### config.mk
export PLATFORM = sky130hd
export DESIGN_NAME = bolme_birimi
export DESIGN_NICKNAME = d
export VERILOG_FILES = /design/src/rtl/bolme_birimi_pkg.sv /design/src/rtl/bolme_adimi.sv /design/src/rtl/bolme_birimi.sv
export SDC_FILE = /design/constraint.sdc
export NUM_CORES = 1
export LEC_CHECK = 0
export CORE_MARGIN = 2
export CORE_UTILIZATION = 44
export DETAILED_ROUTE_END_ITERATION = 12
export MAX_ROUTING_LAYER = met4
export SKIP_LAST_GASP = 1
export SYNTH_ARGS = -nofsm -noshare
export SYNTH_HDL_FRONTEND = slang
export SYNTH_SLANG_ARGS = --single-unit
### constraint.sdc
create_clock -name clk_i -period 6.1 [get_ports clk_i]
set_clock_uncertainty 0.05 [all_clocks]
set_input_delay 1.525 -clock clk_i [delete_from_list [all_inputs] [get_ports clk_i]]
set_output_delay 1.525 -clock clk_i [all_outputs]
set_load 0.01 [all_outputs]
### src/rtl/bolme_birimi_pkg.sv
// Shared types and constants for the sequential RV32M divider.
// The execute stage uses the funct3 codes to derive the signed and remainder selects.
package bolme_birimi_pkg;

  localparam int BOLME_SAYAC_BIT = 5;

  typedef enum logic [1:0] {
    BOLME_BOSTA  = 2'd0,
    BOLME_BOL    = 2'd1,
    BOLME_DUZELT = 2'd2
  } bolme_durum_t;

  typedef enum logic [2:0] {
    F3_DIV  = 3'b100,
    F3_DIVU = 3'b101,
    F3_REM  = 3'b110,
    F3_REMU = 3'b111
  } rv32m_bolme_f3_t;

endpackage

### src/rtl/bolme_adimi.sv
// One radix-2 restoring division step: shift the next dividend bit into the
// partial remainder, then keep the subtraction only if it did not borrow.
module bolme_adimi #(
  parameter int VERI_BIT = 32
) (
  input  logic [VERI_BIT-1:0] kalan,
  input  logic [VERI_BIT-1:0] bolum,
  input  logic [VERI_BIT-1:0] bolen,
  output logic [VERI_BIT-1:0] kalan_yeni,
  output logic [VERI_BIT-1:0] bolum_yeni
);

  logic [VERI_BIT:0] kaydirilmis;
  logic [VERI_BIT:0] fark;

  always_comb begin
    kaydirilmis = {kalan, bolum[VERI_BIT-1]};
    // The 33-bit difference's top bit is the borrow, i.e. the compare result.
    fark        = kaydirilmis - {1'b0, bolen};
    if (!fark[VERI_BIT]) begin
      kalan_yeni = fark[VERI_BIT-1:0];
      bolum_yeni = {bolum[VERI_BIT-2:0], 1'b1};
    end else begin
      kalan_yeni = kaydirilmis[VERI_BIT-1:0];
      bolum_yeni = {bolum[VERI_BIT-2:0], 1'b0};
    end
  end

endmodule

### src/rtl/bolme_birimi.sv
// Sequential 32-bit divider for div/divu/rem/remu: one quotient bit per clock,
// with divide-by-zero and signed overflow resolved in a single cycle.
module bolme_birimi
  import bolme_birimi_pkg::*;
#(
  parameter int VERI_BIT = 32
) (
  input  logic                clk_i,
  input  logic                rst_i,
  input  logic                basla_i,
  input  logic                iptal_i,
  input  logic [VERI_BIT-1:0] bolunen_i,
  input  logic [VERI_BIT-1:0] bolen_i,
  input  logic                isaretli_i,
  input  logic                kalan_sec_i,
  output logic [VERI_BIT-1:0] sonuc_o,
  output logic                mesgul_o,
  output logic                bitti_o
);

  localparam logic [VERI_BIT-1:0] EN_NEGATIF = {1'b1, {(VERI_BIT-1){1'b0}}};
  localparam logic [BOLME_SAYAC_BIT-1:0] SAYAC_BASLANGIC = BOLME_SAYAC_BIT'(VERI_BIT - 1);

  bolme_durum_t durum, durum_sonraki;

  logic [BOLME_SAYAC_BIT-1:0] sayac;
  logic [VERI_BIT-1:0] kalan, bolum, bolen;
  logic [VERI_BIT-1:0] kalan_adim, bolum_adim;
  logic [VERI_BIT-1:0] bolunen_mutlak, bolen_mutlak;
  logic [VERI_BIT-1:0] bolum_son, kalan_son;
  logic kalan_sec, bolum_isaret, kalan_isaret, duzelt;
  logic sifira_bolme, tasma;

  bolme_adimi #(.VERI_BIT(VERI_BIT)) u_adim (
    .kalan      (kalan),
    .bolum      (bolum),
    .bolen      (bolen),
    .kalan_yeni (kalan_adim),
    .bolum_yeni (bolum_adim)
  );

  // Operand decode; |0x80000000| stays 0x80000000 and is used as unsigned.
  always_comb begin
    sifira_bolme   = (bolen_i == '0);
    tasma          = isaretli_i && (bolunen_i == EN_NEGATIF) && (bolen_i == '1);
    bolunen_mutlak = (isaretli_i && bolunen_i[VERI_BIT-1]) ? -bolunen_i : bolunen_i;
    bolen_mutlak   = (isaretli_i && bolen_i[VERI_BIT-1])   ? -bolen_i   : bolen_i;
    bolum_son      = (duzelt && bolum_isaret) ? -bolum : bolum;
    kalan_son      = (duzelt && kalan_isaret) ? -kalan : kalan;
  end

  always_ff @(posedge clk_i or posedge rst_i) begin
    // NOTE: state registers use non-blocking assignments so every flop
    // samples the pre-edge values regardless of block ordering.
    if (rst_i) durum <= BOLME_BOSTA;
    else       durum <= durum_sonraki;
  end

  always_comb begin
    // NOTE: defaults first so no path through the case leaves a signal
    // unassigned, which would otherwise infer a latch.
    durum_sonraki = durum;
    mesgul_o      = (durum != BOLME_BOSTA);
    unique case (durum)
      BOLME_BOSTA: begin
        if (basla_i) durum_sonraki = (sifira_bolme || tasma) ? BOLME_DUZELT : BOLME_BOL;
      end
      BOLME_BOL: begin
        if (sayac == '0) durum_sonraki = BOLME_DUZELT;
      end
      BOLME_DUZELT: durum_sonraki = BOLME_BOSTA;
      default:      durum_sonraki = BOLME_BOSTA;
    endcase
    if (iptal_i) durum_sonraki = BOLME_BOSTA;
  end

  always_ff @(posedge clk_i or posedge rst_i) begin
    if (rst_i) begin
      sayac        <= '0;
      kalan        <= '0;
      bolum        <= '0;
      bolen        <= '0;
      kalan_sec    <= 1'b0;
      bolum_isaret <= 1'b0;
      kalan_isaret <= 1'b0;
      duzelt       <= 1'b0;
      sonuc_o      <= '0;
      bitti_o      <= 1'b0;
    end else begin
      bitti_o <= 1'b0;
      if (!iptal_i) begin
        unique case (durum)
          BOLME_BOSTA: begin
            if (basla_i) begin
              kalan_sec    <= kalan_sec_i;
              bolum_isaret <= isaretli_i && (bolunen_i[VERI_BIT-1] ^ bolen_i[VERI_BIT-1]);
              kalan_isaret <= isaretli_i && bolunen_i[VERI_BIT-1];
              sayac        <= SAYAC_BASLANGIC;
              bolen        <= bolen_mutlak;
              if (sifira_bolme) begin
                bolum  <= '1;
                kalan  <= bolunen_i;
                duzelt <= 1'b0;
              end else if (tasma) begin
                bolum  <= EN_NEGATIF;
                kalan  <= '0;
                duzelt <= 1'b0;
              end else begin
                bolum  <= bolunen_mutlak;
                kalan  <= '0;
                duzelt <= isaretli_i;
              end
            end
          end
          BOLME_BOL: begin
            kalan <= kalan_adim;
            bolum <= bolum_adim;
            if (sayac != '0) sayac <= sayac - 1'b1;
          end
          BOLME_DUZELT: begin
            sonuc_o <= kalan_sec ? kalan_son : bolum_son;
            bitti_o <= 1'b1;
          end
          default: ;
        endcase
      end
    end
  end

endmodule

==> run_results.csv, run 1 <==
group,metric,value,unit
layout,final_cells,1859,
timing,hold_viol,0,
power,p_sw_frac,0.434,
layout,multiInputGateArea,0.00712,mm2
yosys,async_flop_share,1.00,
clock_tree,clock-sinks,140,
layout,fin_util,0.522,
yosys,synth_area,0.0112,mm2
timing,slew_viol_final,0,
timing,fin_crit,4.75,ns
drt,vias,10600,
drt,ant_nets,0,
timing,tightestPinTransition,0.983,ns
clock_tree,clockBufferDepth,2,
power,intPower,2.63,mW
drt,wl,33500,um
worst_setup_path,crit_slowest_cell,"or3_1",
yosys,synth_edf_count,0,
global_route,grt_pass1_wl,53500,um
global_route,grt_max_degree,65,
floorplan,die_x,163,um
clock_tree,cts_resized,0,
placed_design,place_congestion,0.916,
power,p_leak,5.41,nW
layout,antennaDiodeCount,0,
worst_setup_path,required,6.40,ns
yosys,avgSynthCellArea,7.64,um2
clock_tree,cts_tree,"done",
yosys,ys_warn_count,0,
clock_tree,htreeDepth,4,
layout,nets,1626,
floorplan,ioPinCount,104,
run_status,outcome,"complete, no violations",
power,pwr-share-clk,0.242,
timing,rsz0062_at_grt,"false",
min_path,hold_start,"sonuc_o[23]$_DFFE_PP0P_",
floorplan,num_rows,58,
placed_design,place_hpwl,25900,um
global_route,overflow,0,
floorplan,die_h,163,um
worst_setup_path,criticalPathCategory,"input port to flip-flop",
placed_design,portBuffers,103,
drt,wire_per_inst,18.0,um
global_route,antenna_found_initial,0,
layout,regArea,0.00350,mm2
global_route,grt_use_total,0.262,
drt,drt_iter0_markers,861,
worst_setup_path,timing.rr.start,"bolum[31]$_DFFE_PP0P_",
power,ir_drop,0.164,mV
yosys,synth_ff_type,"dfrtp_1",
worst_setup_path,critPathBufInv,3,
drt,drc,0,
worst_setup_path,cp_cell_sequence,"clkdlybuf4s50_1 > inv_1 > ha_1 > or3b_2 > nor4_4 > nand3_2 > or3_1 > nor2_4 > buf_4 > nand2_1 > nand2_1 > o31ai_1 > a21oi_1",
layout,syn_to_final_growth,16.9,%
power,pwr-share-seq,0.293,
clock_tree,clkTransAtPathRegs,0.06,ns
timing,setup_violations,0,
yosys,ys_seq_area_frac,0.313,
worst_setup_path,critPathCaptureType,"flip-flop",
job,max_cap_violations,0,
min_path,min_path_type,"flip-flop to flip-flop",
worst_setup_path,critPathLaunch,"bolen_i[1]",
power,switchingPower,2.02,mW
power,combinationalPowerShare,0.465,
drt,vias_per_cell,5.68,
clock_tree,clk_latency,0.43,ns
clock_tree,numCtsBuffers,17,
yosys,ys_seq_elements,140,
drt,first_pass_iters,5,
worst_setup_path,arrival,5.05,ns
clock_tree,cts-root-buf,"clkbuf_16",
yosys,syn_nets,1573,
floorplan,dieArea,0.0267,mm2
worst_setup_path,path_max_fanout,15,
floorplan,core_area,0.0250,mm2
placed_design,dpl.cell_count,1827,
worst_setup_path,start_kind,"input port",
timing,min_period_over_period,0.779,
timing,max_freq,0.210,GHz
timing,slew-limit-headroom,0.344,
yosys,synth_cell_types,77,
power,powerDensity,356,mW/mm2
global_route,grt_pass1_vias,9724,
clock_tree,post-cts-setup-buffers,0,
worst_setup_path,cpLargestDelayFamily,"simple AND/OR/NAND/NOR gates",
clock_tree,ctsHoldBuffers,0,
timing,fin_tns_setup,0,ns
yosys,synth_cells,1463,
layout,layout-drive-gt1-share,0.0556,
worst_setup_path,crit_path_frequent_cell,"nand2_1",
floorplan,start_util,0.447,
worst_setup_path,slowest_delay,0.66,ns
layout,n_fill_cell,2494,
## worst paths after layout
| check | to | slack (ns) | cells after the start |
|---|---|---|---|
| setup / recovery | kalan[29]$_DFFE_PP0P_ | 1.35 | 13 |
| hold / removal | sonuc_o[23]$_DFFE_PP0P_ | 0.42 | 2 |
| setup reg to reg | kalan[8]$_DFFE_PP0P_ | 1.84 | 14 |
| hold reg to reg | sonuc_o[23]$_DFFE_PP0P_ | 0.42 | 2 |
| max in group asynchronous | sonuc_o[21]$_DFFE_PP0P_ | 3.52 | 3 |
| min in group asynchronous | bolen[3]$_DFFE_PP0P_ | 1.47 | 2 |
## metal layers
layer / share of wire / vias up / routed length (um) / track usage
met5: 0 / - / 0 / -
met4: 0.023 / 0 / 759 / 0.0736
met3: 0.045 / 36 / 1520 / 0.0312
met2: 0.45 / 287 / 15100 / 0.409
met1: 0.48 / 4934 / 16100 / 0.361
li1: - / 5305 / - / -
## metrics by stage
stage,total power [mW],setup WS [ns],instance area (um2),hold slack [ns]
6_report,4.65,1.35,13100,0.422
5_1_grt,4.98,1.10,13100,0.451
4_1_cts,4.64,1.37,13100,0.429
3_5_place_dp,3.51,0.939,12400,0.415
3_3_place_gp,3.49,1.01,12400,0.400
2_1_floorplan,2.90,0.772,11200,0.400
## cell usage in the layout (no fill, tap or decap), drive strengths merged, types with 18 or more instances in the layout
cell / synthesis / routed
nand2: 211 / 211
o21ai: 190 / 190
a21oi: 149 / 149
dfrtp: 140 / 140
nor2: 123 / 123
clkdlybuf4s50: 0 / 103
xnor2: 78 / 78
inv: 63 / 69
xor2: 60 / 60
ha: 39 / 39
nor4: 27 / 27
nor3: 23 / 23
nand4: 22 / 22
clkbuf: 72 / 19
a31oi: 18 / 18
## registers in the layout, summed over array words and instances, names as in the netlist, 2 cells and up
register and cells:
sonuc_o 32, sayac 5, durum 2, bolen 32, kalan 32, bolum 32
## Yosys cell counts, drive strengths merged (3+ instances only)
cell	n	area (um2)
a211oi	12	90.1
a21o	5	37.5
a21oi	149	746
a221oi	7	67.6
a311oi	3	26.3
a31oi	18	113
and2	11	68.8
and3	12	75.1
buf	14	67.6
clkbuf	72	272
dfrtp	140	3500
ha	39	488
inv	63	236
mux2i	17	170
nand2	211	800
nand2b	10	62.6
nand3	17	90.1
nand3b	4	30.0
nand4	22	138
nor2	123	488
nor2b	9	56.3
nor3	23	120
nor4	27	241
o211ai	10	75.1
o21a	8	60.1
o21ai	190	955
o21bai	4	30.0
o22ai	17	106
o31a	5	43.8
o31ai	17	133
o41ai	10	103
or2	4	25.0
or3	14	103
or4	10	82.6
xnor2	78	683
xor2	60	526
## layout make-up
| class | count | share of cell area |
|---|---|---|
| multi-input cells | 1174 | 0.545 |
| flip-flops and latches | 140 | 0.268 |
| repair buffers | 120 | 0.0886 |
| clock buffers | 19 | 0.0346 |
| well taps | 330 | 0.0316 |
| inverters | 63 | 0.0185 |
| clock inverters | 13 | 0.0137 |
## power by group through the flow
stage / Combinational, mW / Clock (mW) / Sequential (mW)
after global placement: 2.13 / 0 / 1.36
after CTS: 2.15 / 1.14 / 1.35
after floorplan: 1.64 / 0 / 1.26
after detailed placement: 2.14 / 0 / 1.37
final: 2.16 / 1.13 / 1.36
after global routing: 2.41 / 1.19 / 1.39
## kinds of logic after synthesis
group,count (synthesis),synth area share
AO/OA/AOI/OAI,474,0.247
XOR/XNOR,138,0.108
adder cells (fa/ha/maj),40,0.0454
buffers and inverters,149,0.0515
flip-flops,140,0.313
multiplexers,18,0.0162
AND/OR/NAND/NOR,504,0.218
## worst reg2reg max path: stages, from the launching register on
cell	delay, ns
dfrtp_1	0.33
inv_1	0.17
ha_1	0.29
fa_1	0.38
nand2b_1	0.20
a21oi_1	0.20
o211ai_1	0.20
o311a_1	0.48
a31oi_1	0.22
o21a_1	0.15
buf_4	0.20
and2_1	0.55
buf_4	0.37
mux2i_1	0.25
o21ai_0	0.09
Power figures use the tool's default switching activity.
==> run 2, diff against run 1 <==
--- a/config.mk
+++ b/config.mk
@@ -9,6 +9,7 @@
 export CORE_UTILIZATION = 44
 export DETAILED_ROUTE_END_ITERATION = 12
 export MAX_ROUTING_LAYER = met4
+export PLACE_DENSITY = 0.66
 export SKIP_LAST_GASP = 1
 export SYNTH_ARGS = -nofsm -noshare
 export SYNTH_HDL_FRONTEND = slang
==> constraint.sdc (replaced) <==
create_clock -name clk_i -period 4.1 [get_ports clk_i]
set_clock_uncertainty 0.05 [all_clocks]
set_input_delay 1.025 -clock clk_i [delete_from_list [all_inputs] [get_ports clk_i]]
set_output_delay 1.025 -clock clk_i [all_outputs]
set_load 0.01 [all_outputs]
==> run 2 against run 1 <==
Worst hold slack better by 0.0034 ns. Register-to-register slack got worse by 1.3 ns. Sequential share of layout area fell by 0.77 points. Utilization grew 1.6 points. Global-route usage up 0.88 points. Die area is the same. Highest routed layer unchanged. Flip-flop and latch count is the same. Critical path type unchanged. Critical path depth shrank 1. Critical endpoint is now kalan[8]$_DFFE_PP0P_. Clock-buffer cell count grew 2. Routed wire length grew 1.7%. Combinational power rose by 55%.
==> run_results.csv, run 2 (synthesized netlist as in run 1, its figures left out) <==
group,metric,value,unit
power,pwr-share-clk,0.238,
layout,nets,1674,
layout,final_cell_mix,"209 x nand2_1, 169 x o21ai_0, 149 x a21oi_1",
global_route,overflow,0,
worst_setup_path,critPathCaptureType,"flip-flop",
timing,slew-limit-headroom,0.303,
global_route,grt_max_degree,65,
power,p_leak,5.65,nW
floorplan,die_h,163,um
min_path,min_path_type,"flip-flop to flip-flop",
placed_design,pre_cts_slack,0.0406,ns
layout,final_cells,1908,
worst_setup_path,rrSetupSlack,0.52,ns
worst_setup_path,critPathLaunch,"bolen_i[0]",
power,p_sw_frac,0.424,
clock_tree,clk_latency,0.43,ns
timing,fin_tns_setup,0,ns
worst_setup_path,required,4.38,ns
clock_tree,ctsHoldBuffers,0,
clock_tree,clkTransAtPathRegs,0.06,ns
global_route,grt_pass1_vias,10300,
timing,max_freq,0.273,GHz
drt,wire_per_inst,17.9,um
global_route,grt_pass1_wl,55500,um
drt,drc,0,
drt,ant_nets,0,
global_route,grt_use_total,0.271,
timing,fin_crit,3.66,ns
clock_tree,cts_resized,0,
worst_setup_path,slowest_delay,0.53,ns
floorplan,num_rows,58,
placed_design,dpl_cell_area,0.0128,mm2
global_route,antenna_found_initial,1,
layout,final_cell_area,0.0135,mm2
placed_design,portBuffers,103,
worst_setup_path,start_kind,"input port",
floorplan,start_util,0.447,
layout,syn_to_final_growth,20.4,%
drt,vias_per_cell,5.66,
power,intPower,4.06,mW
worst_setup_path,arrival,3.94,ns
min_path,hold_start,"sonuc_o[23]$_DFFE_PP0P_",
timing,fin_ws,0.438,ns
power,totalPowerFinal,7.05,mW
job,max_cap_violations,0,
clock_tree,numCtsBuffers,17,
run_status,outcome,"complete, no violations",
drt,first_pass_iters,5,
worst_setup_path,reg2reg_to,"kalan[1]$_DFFE_PP0P_",
clock_tree,clockBufferDepth,2,
timing,setup_violations,0,
layout,n_fill_cell,2414,
worst_setup_path,cp_cell_sequence,"clkdlybuf4s50_1 > inv_1 > ha_1 > or3b_2 > nor4_4 > nand3_2 > or3_1 > nor2_4 > buf_4 > and3_1 > a21oi_1 > o21ai_0",
placed_design,place_hpwl,26800,um
layout,fin_util,0.538,
clock_tree,htreeDepth,4,
timing,holdWs,0.425,ns
timing,slew_viol_final,0,
power,ir_drop,0.239,mV
worst_setup_path,timing.rr.start,"bolum[31]$_DFFE_PP0P_",
drt,drt_iter0_markers,796,
drt,vias,10800,
clock_tree,post-cts-setup-buffers,0,
layout,layout-drive-gt1-share,0.0831,
power,powerDensity,523,mW/mm2
worst_setup_path,crit_end,"kalan[8]$_DFFE_PP0P_",
timing,hold_viol,0,
placed_design,dpl.cell_count,1875,
floorplan,ioPinCount,104,
clock_tree,clock-sinks,140,
timing,tightestPinTransition,1.04,ns
worst_setup_path,crit_slowest_cell,"or3b_2",
worst_setup_path,criticalPathCategory,"input port to flip-flop",
worst_setup_path,r2r_cells,12,
floorplan,die_x,163,um
power,switchingPower,2.98,mW
placed_design,place_congestion,0.935,
floorplan,core_area,0.0250,mm2
layout,final_common_cell,"nand2_1",
timing,min_period_over_period,0.893,
power,combinationalPowerShare,0.474,
timing,rsz0062_at_grt,"false",
floorplan,dieArea,0.0267,mm2
clock_tree,cts-root-buf,"clkbuf_16",
worst_setup_path,path_max_fanout,11,
power,pwr-share-seq,0.288,
clock_tree,cts_tree,"done",
drt,wl,34100,um
## run 2: area by class of cell
cell class / count / area [um2] / area share
multi-input cells: 1174 / 7120 / 0.529
flip-flops and latches: 140 / 3500 / 0.260
repair buffers: 168 / 1540 / 0.115
clock buffers: 21 / 470 / 0.0349
well taps: 330 / 413 / 0.0307
inverters: 63 / 240 / 0.0178
clock inverters: 11 / 166 / 0.0124
diodes: 1 / 2.50 / 0.000186
## run 2: layer usage
layer	vias up	track usage	routed length, um
met2	336	0.431	15700
met4	0	0.0784	714
li1	5400	-	-
met3	53	0.0312	1700
met5	-	-	0
met1	5013	0.365	16000
## run 2: worst min-delay path by stage
stage / endpoint / depth (start not counted) / slack, ns
floorplan: bolen[11]$_DFFE_PP0P_ / 2 / 0.40
global placement: sonuc_o[23]$_DFFE_PP0P_ / 2 / 0.40
detailed placement: sonuc_o[23]$_DFFE_PP0P_ / 2 / 0.42
CTS: sonuc_o[23]$_DFFE_PP0P_ / 2 / 0.43
global route: bolen[12]$_DFFE_PP0P_ / 2 / 0.45
finish: sonuc_o[23]$_DFFE_PP0P_ / 2 / 0.43
## run 2: critical path: cells and delay by family
kind                       cells  cell delay, ns
buffers and inverters          3            0.77
adders and majority gates      1            0.16
and+or+nand+nor                6            1.84
AOI/OAI and AO/OA              2            0.14
## run 2: power by group through the flow
| stage | Clock (mW) | Sequential [mW] | Combinational, mW |
|---|---|---|---|
| final | 1.68 | 2.03 | 3.34 |
| after floorplan | 0 | 1.87 | 2.44 |
| after detailed placement | 0 | 2.04 | 3.29 |
| after CTS | 1.70 | 2.02 | 3.31 |
| after global routing | 1.75 | 2.07 | 3.72 |
| after global placement | 0 | 2.03 | 3.26 |
==> run 3, diff against run 2 <==
--- a/config.mk
+++ b/config.mk
@@ -10,6 +10,7 @@
 export DETAILED_ROUTE_END_ITERATION = 12
 export MAX_ROUTING_LAYER = met4
 export PLACE_DENSITY = 0.66
+export SETUP_SLACK_MARGIN = 0.1
 export SKIP_LAST_GASP = 1
 export SYNTH_ARGS = -nofsm -noshare
 export SYNTH_HDL_FRONTEND = slang
==> results of run 3 <==
The final DEF is identical to that of run 2; final timing and power are the same.
